===== src/rtl/cordic_pkg.sv =====
// Shared types and constants for the CORDIC custom-instruction issuer.
package cordic_pkg;

    localparam int THETA_W_DEF  = 23;
    localparam int RESULT_W_DEF = 22;

    // 1.0 in the signed 1.1.21 angle format
    localparam logic [THETA_W_DEF-1:0] THETA_ONE = 23'h200000;

    localparam int FLAG_W       = 2;
    localparam int FLAG_RANGE   = 0;
    localparam int FLAG_TIMEOUT = 1;

    localparam logic [FLAG_W-1:0] FLAG_RANGE_MASK   = FLAG_W'(1) << FLAG_RANGE;
    localparam logic [FLAG_W-1:0] FLAG_TIMEOUT_MASK = FLAG_W'(1) << FLAG_TIMEOUT;

    typedef enum logic [1:0] {
        IDLE,
        ISSUE,
        WAIT,
        PUSH
    } state_t;

    // One output FIFO entry: flags sit above the result
    typedef struct packed {
        logic [FLAG_W-1:0]       flags;
        logic [RESULT_W_DEF-1:0] result;
    } entry_t;

endpackage


===== src/rtl/cordic_result_fifo.sv =====
// Small circular result buffer; DEPTH must be a power of two so pointers wrap naturally.
module cordic_result_fifo #(
    parameter int DEPTH = 4,
    parameter int WIDTH = 24
) (
    input  logic                         clk,
    input  logic                         reset,
    input  logic                         i_push,
    input  logic                         i_pop,
    input  logic [WIDTH-1:0]             i_data,
    output logic [WIDTH-1:0]             o_head,
    output logic [$clog2(DEPTH+1)-1:0]   o_count,
    output logic                         o_empty
);

    localparam int PTR_W = $clog2(DEPTH);
    localparam int CNT_W = $clog2(DEPTH + 1);

    logic [WIDTH-1:0] r_mem [DEPTH];
    logic [PTR_W-1:0] r_wr_ptr;
    logic [PTR_W-1:0] r_rd_ptr;
    logic [CNT_W-1:0] r_count;
    logic             w_do_pop;

    assign w_do_pop = i_pop && (r_count != '0);

    // Storage array; contents need no reset because occupancy gates visibility
    always_ff @(posedge clk) begin
        if (i_push) begin
            r_mem[r_wr_ptr] <= i_data;
        end
    end

    // Pointer and occupancy bookkeeping; simultaneous push and pop leave occupancy unchanged
    always_ff @(posedge clk or negedge reset) begin
        if (!reset) begin
            r_wr_ptr <= '0;
            r_rd_ptr <= '0;
            r_count  <= '0;
        end else begin
            if (i_push) begin
                r_wr_ptr <= r_wr_ptr + PTR_W'(1);
            end
            if (w_do_pop) begin
                r_rd_ptr <= r_rd_ptr + PTR_W'(1);
            end
            case ({i_push, w_do_pop})
                2'b10:   r_count <= r_count + CNT_W'(1);
                2'b01:   r_count <= r_count - CNT_W'(1);
                default: ;
            endcase
        end
    end

    assign o_head  = r_mem[r_rd_ptr];
    assign o_count = r_count;
    assign o_empty = (r_count == '0);

endmodule


===== src/rtl/cordic_ci_issuer.sv =====
// Initiator for the CORDIC multicycle custom instruction: range-checks angles,
// drives the start/done handshake with a timeout, and queues flagged results.
import cordic_pkg::*;

module cordic_ci_issuer #(
    parameter int THETA_W   = THETA_W_DEF,
    parameter int RESULT_W  = RESULT_W_DEF,
    parameter int TIMEOUT   = 64,
    parameter int OUT_DEPTH = 4
) (
    input  logic                clk,
    input  logic                reset,
    input  logic                in_valid,
    output logic                in_ready,
    input  logic [THETA_W-1:0]  in_theta,
    output logic                ci_clk_en,
    output logic                ci_start,
    output logic [THETA_W-1:0]  ci_theta,
    input  logic                ci_done,
    input  logic [RESULT_W-1:0] ci_result,
    output logic                out_valid,
    input  logic                out_ready,
    output logic [RESULT_W-1:0] out_result,
    output logic [FLAG_W-1:0]   out_flags,
    output logic                busy
);

    localparam int ENTRY_W = FLAG_W + RESULT_W;
    localparam int CNT_W   = $clog2(TIMEOUT);
    localparam int OCC_W   = $clog2(OUT_DEPTH + 1);

    // +1.0 and -1.0 in the signed angle format; anything strictly outside is rejected
    localparam logic signed [THETA_W-1:0] LP_POS_ONE = THETA_W'(1) << (THETA_W - 2);
    localparam logic signed [THETA_W-1:0] LP_NEG_ONE = -LP_POS_ONE;

    state_t              r_state;
    logic                r_in_ready;
    logic                r_ci_start;
    logic                r_ci_clk_en;
    logic [THETA_W-1:0]  r_ci_theta;
    logic [CNT_W-1:0]    r_wait_cnt;
    logic [FLAG_W-1:0]   r_flags;
    logic [RESULT_W-1:0] r_result;

    logic                w_accept;
    logic                w_out_of_range;
    logic                w_push;
    logic                w_pop;
    logic                w_fifo_empty;
    logic                w_out_nonempty;
    logic [OCC_W-1:0]    w_occupancy;
    logic [OCC_W-1:0]    w_occupancy_next;
    logic [ENTRY_W-1:0]  w_head;

    assign w_accept       = in_valid && r_in_ready && (r_state == IDLE);
    assign w_out_of_range = ($signed(in_theta) > LP_POS_ONE) || ($signed(in_theta) < LP_NEG_ONE);
    assign w_push         = (r_state == PUSH);
    assign w_out_nonempty = !w_fifo_empty;
    assign w_pop          = out_ready && w_out_nonempty;

    // Occupancy after this cycle's push/pop decides whether a new request still has a slot
    assign w_occupancy_next = w_occupancy + OCC_W'(w_push) - OCC_W'(w_pop);

    // Request sequencer: accept, issue, wait for done or timeout, push the flagged result
    always_ff @(posedge clk or negedge reset) begin
        if (!reset) begin
            r_state     <= IDLE;
            r_in_ready  <= 1'b0;
            r_ci_start  <= 1'b0;
            r_ci_clk_en <= 1'b0;
            r_ci_theta  <= '0;
            r_wait_cnt  <= '0;
            r_flags     <= '0;
            r_result    <= '0;
        end else begin
            unique case (r_state)
                IDLE: begin
                    if (w_accept) begin
                        r_in_ready <= 1'b0;
                        if (w_out_of_range) begin
                            r_flags  <= FLAG_RANGE_MASK;
                            r_result <= '0;
                            r_state  <= PUSH;
                        end else begin
                            r_ci_theta  <= in_theta;
                            r_ci_start  <= 1'b1;
                            r_ci_clk_en <= 1'b1;
                            r_state     <= ISSUE;
                        end
                    end else begin
                        r_in_ready <= (w_occupancy_next < OCC_W'(OUT_DEPTH));
                    end
                end
                ISSUE: begin
                    r_ci_start <= 1'b0;
                    r_wait_cnt <= '0;
                    r_state    <= WAIT;
                end
                WAIT: begin
                    if (ci_done) begin
                        r_result    <= ci_result;
                        r_flags     <= '0;
                        r_ci_clk_en <= 1'b0;
                        r_state     <= PUSH;
                    end else if (r_wait_cnt == CNT_W'(TIMEOUT - 1)) begin
                        r_result    <= '0;
                        r_flags     <= FLAG_TIMEOUT_MASK;
                        r_ci_clk_en <= 1'b0;
                        r_state     <= PUSH;
                    end else begin
                        r_wait_cnt <= r_wait_cnt + CNT_W'(1);
                    end
                end
                PUSH: begin
                    r_in_ready <= (w_occupancy_next < OCC_W'(OUT_DEPTH));
                    r_state    <= IDLE;
                end
                default: begin
                    r_state <= IDLE;
                end
            endcase
        end
    end

    cordic_result_fifo #(
        .DEPTH (OUT_DEPTH),
        .WIDTH (ENTRY_W)
    ) u_fifo (
        .clk     (clk),
        .reset   (reset),
        .i_push  (w_push),
        .i_pop   (w_pop),
        .i_data  ({r_flags, r_result}),
        .o_head  (w_head),
        .o_count (w_occupancy),
        .o_empty (w_fifo_empty)
    );

    assign in_ready   = r_in_ready;
    assign ci_start   = r_ci_start;
    assign ci_clk_en  = r_ci_clk_en;
    assign ci_theta   = r_ci_theta;
    assign busy       = (r_state != IDLE);
    assign out_valid  = w_out_nonempty;
    assign out_result = w_out_nonempty ? w_head[RESULT_W-1:0] : '0;
    assign out_flags  = w_out_nonempty ? w_head[ENTRY_W-1:RESULT_W] : '0;

endmodule


===== config.mk =====
export PLATFORM = sky130hd
export DESIGN_NAME = cordic_ci_issuer
export DESIGN_NICKNAME = d
export VERILOG_FILES = /design/src/rtl/cordic_pkg.sv /design/src/rtl/cordic_result_fifo.sv /design/src/rtl/cordic_ci_issuer.sv
export SDC_FILE = /design/constraint.sdc
export NUM_CORES = 1
export LEC_CHECK = 0
export CAP_MARGIN = 0
export CELL_PAD_IN_SITES_DETAIL_PLACEMENT = 0
export CELL_PAD_IN_SITES_GLOBAL_PLACEMENT = 1
export CORE_AREA = 2 2 155 157
export DETAILED_ROUTE_END_ITERATION = 12
export DIE_AREA = 0 0 157 159
export PLACE_DENSITY = 0.63
export SLEW_MARGIN = 30
export SYNTH_ARGS = -nofsm -noshare
export SYNTH_HDL_FRONTEND = slang
export SYNTH_HIERARCHICAL = 1
export SYNTH_SLANG_ARGS = --single-unit

===== constraint.sdc =====
create_clock -name clk -period 2.9 [get_ports clk]
set_input_delay 0.29 -clock clk [delete_from_list [all_inputs] [get_ports clk]]
set_output_delay 0.29 -clock clk [all_outputs]
set_load 0.02 [all_outputs]

==> impl_metrics.toml <==
[yosys]
synth-adder-area-share = 0.0265
synth_seq_area_share = 0.655
synth_area_um2 = 6880
ys_ff_latch = 161
synthSimpleGateAreaFrac = 0.0784
ys_warn_count = 6
muxShareOfSynthArea = 0.173
synth_top_family_by_area = "multiplexers"
avgSynthCellArea_um2 = 16.8
synth_xor_area_frac = 0.0140
synth_compound_area_frac = 0.0269
synthDistinctLibCells = 38
syn_nets = 473
postSynthCellCount = 409

[final_layout]
seqCellArea_um2 = 4510
drive_gt1_frac = 0.220
final_util = 0.386
design_area_um2 = 8950
multi_input_area_um2 = 2200
nNetsFinal = 593
n_fill_cell = 2184
area_delta_synth_final_pct = 30.1
diodes = 0

[pwr]
cellLeakagePower_nw = 3.49
power_density_nw_per_um2 = 1080
vdd_drop_max_mv = 0.500

[worst_setup_path]
crit_required_ns = 2.61
critical_path_class = "flip-flop to output pin"
cp.arrival_ns = 2.46
worstSetupStartpointType = "flip-flop"
endpoint_kind = "output pin"
crit_path_start = "u_fifo/r_rd_ptr[0]"
r2r-start = "r_state[0]"
path_max_fanout = 17

[cts]
cts_buffer_depth = 2
cts.repair.resized = 0
cts_tree = "built"
cts.clk_slew.worst_paths_ns = 0.07
cts-buffers-inserted = 17
cts_setup_buffers = 0
cts_root_buffer = "clkbuf_16"
clk_latency_ns = 0.42
ctsHoldBuffers = 0
h-tree-depth = 4
clock_sinks = 161

[die]
dieArea_um2 = 25000
fp.dieW_um = 157
fp.coreArea_um2 = 23200
rows = 56
start_util = 0.297
boundaryPins = 102
die_h_um = 159

[drt]
drtIter0Drc = 197
ant_nets = 0
wl_per_cell_um = 16.6
route.detailed.drc = 0
wl_um = 14300
firstDrtPassIters = 4
via_count = 3791
vias_per_cell = 4.40

[sta]
slew_headroom = 0.569
hold_viol = 0
worst_slack_ns = 0.148
fin_crit_sh = 0.949
maxSlewViolCount = 0
clock.fmax_ghz = 0.363
rsz0062_at_grt = "false"
max_slew.worst_pin.slew_ns = 0.647
finalClockSkew_ns = 0.0101
finalCriticalPeriod_ns = 2.75
fin_setup_tns_ns = 0
finalSetupViolations = 0

[global_route]
grt_use_total = 0.120
grt_pass1_vias = 4077
grt_pass1_wl_um = 22500
antenna_found_initial = 1
grt_max_degree = 66
grt-ovfl-total = 0

[placed_design]
globalplace.congestion = 0.709
place_ws_ns = 0.300
hpwl_um = 9440
io_buffers = 101
postPlaceCellArea_um2 = 8340

[hold_path]
hold_path_class = "input pin to async pin"

[status]
status = "finished clean"

[run]
drv_cap = 0
placed cells by master (no fill, tap or decap), drive strengths merged, types with 8 or more instances in the layout:
| cell type | count |
|---|---|
| dfrtp | 65 |
| nor2 | 12 |
| inv | 22 |
| nor2b | 28 |
| nand2 | 14 |
| ha | 13 |
| mux2 | 47 |
| edfxtp | 96 |
| clkbuf | 18 |
| clkdlybuf4s50 | 100 |
| mux4 | 24 |
| xor2 | 8 |
| and3 | 24 |
| buf | 16 |
power by group:
part           switching (mW)  total [mW]  internal [mW]
Clock                   0.970        2.27           1.30
Combinational            1.92        3.92           2.00
Sequential              0.341        3.44           3.09
critical path, stage by stage, from the launching register on:
cell             delay [ns]
dfrtp_2                0.55
buf_12                 0.24
mux4_2                 0.52
nor2b_1                0.16
clkdlybuf4s50_1        0.55
synthesized netlist by cell type:
library cell / number / area share
mux2_2: 27 / 0.044
nor4_1: 3 / 0.0027
a311oi_4: 1 / 0.0038
o31a_1: 1 / 0.0013
mux2i_1: 2 / 0.0029
a21oi_1: 3 / 0.0022
a31oi_1: 4 / 0.0036
nand4_1: 3 / 0.0027
buf_6: 3 / 0.0049
o21ai_0: 6 / 0.0044
clkbuf_1: 6 / 0.0033
a22o_1: 1 / 0.0013
o21ai_4: 1 / 0.0024
mux2_4: 20 / 0.044
a32o_1: 1 / 0.0015
o221ai_1: 1 / 0.0013
and2_1: 5 / 0.0045
nand3_1: 3 / 0.0022
ha_1: 13 / 0.024
dfrtp_1: 65 / 0.24
xnor2_1: 3 / 0.0038
nor3_1: 2 / 0.0015
and3_1: 24 / 0.022
inv_1: 16 / 0.0087
fa_1: 1 / 0.0029
nand2b_1: 2 / 0.0018
nand2_1: 14 / 0.0076
buf_12: 2 / 0.0058
nand3_2: 1 / 0.0015
edfxtp_1: 96 / 0.42
buf_2: 5 / 0.0036
mux4_2: 18 / 0.059
xor2_1: 8 / 0.010
a21o_4: 1 / 0.0022
nor2b_1: 28 / 0.025
mux4_1: 6 / 0.023
nor2_1: 12 / 0.0065
a31oi_4: 1 / 0.0031
metrics by stage:
step	std cells	power (mW)	hold slack, ns
final	861	9.63	0.442
after global routing	861	10.2	0.484
after CTS	860	9.79	0.0237
after detailed placement	828	7.48	0.483
after global placement	828	7.41	0.470
after floorplan	409	5.89	-0.00559
path summary, 6_finish.rpt:
check	endpoint	slack, ns	depth (start not counted)
worst min register to register	ci_theta[4]	0.51	1
max in group asynchronous	u_fifo/r_rd_ptr[0]	1.97	2
worst min-delay path	ci_theta[0]	0.44	2
worst max-delay path	out_result[0]	0.15	4
worst max register to register	r_result[1]	0.45	7
min in group clk	ci_theta[4]	0.51	1
routing by layer:
metal	vias to the layer above	wire length (um)	GRT usage
met4	2	120	0.0300
li1	1776	-	-
met2	99	6920	0.194
met1	1901	6190	0.148
met5	-	13	0
met3	13	1010	0.0523
area by class of cell:
type | instances | area share
tap | 319 | 0.0446
timing repair buffer | 117 | 0.132
clock buffer | 18 | 0.0479
sequential | 161 | 0.504
multi-input combinational | 216 | 0.245
clock inverter | 14 | 0.0194
inverter | 16 | 0.00671
flip-flops by register name, indices dropped and copies added (netlist names):
name and flops:
ci_clk_en 1, ci_start 1, ci_theta 23, in_ready 1
r_flags 2, r_result 22, r_state 2, r_wait_cnt 6
u_fifo/o_count 3, u_fifo/r_mem 96, u_fifo/r_rd_ptr 2, u_fifo/r_wr_ptr 2
cell families after synthesis:
group	after synthesis
DFF	161
buffers and inverters	32
adders and majority gates	14
muxes	73
AOI/OAI and AO/OA	21
and+or+nand+nor	97
xor gates and xnor gates	11
Note: power is estimated with default switching activity, not from simulation.
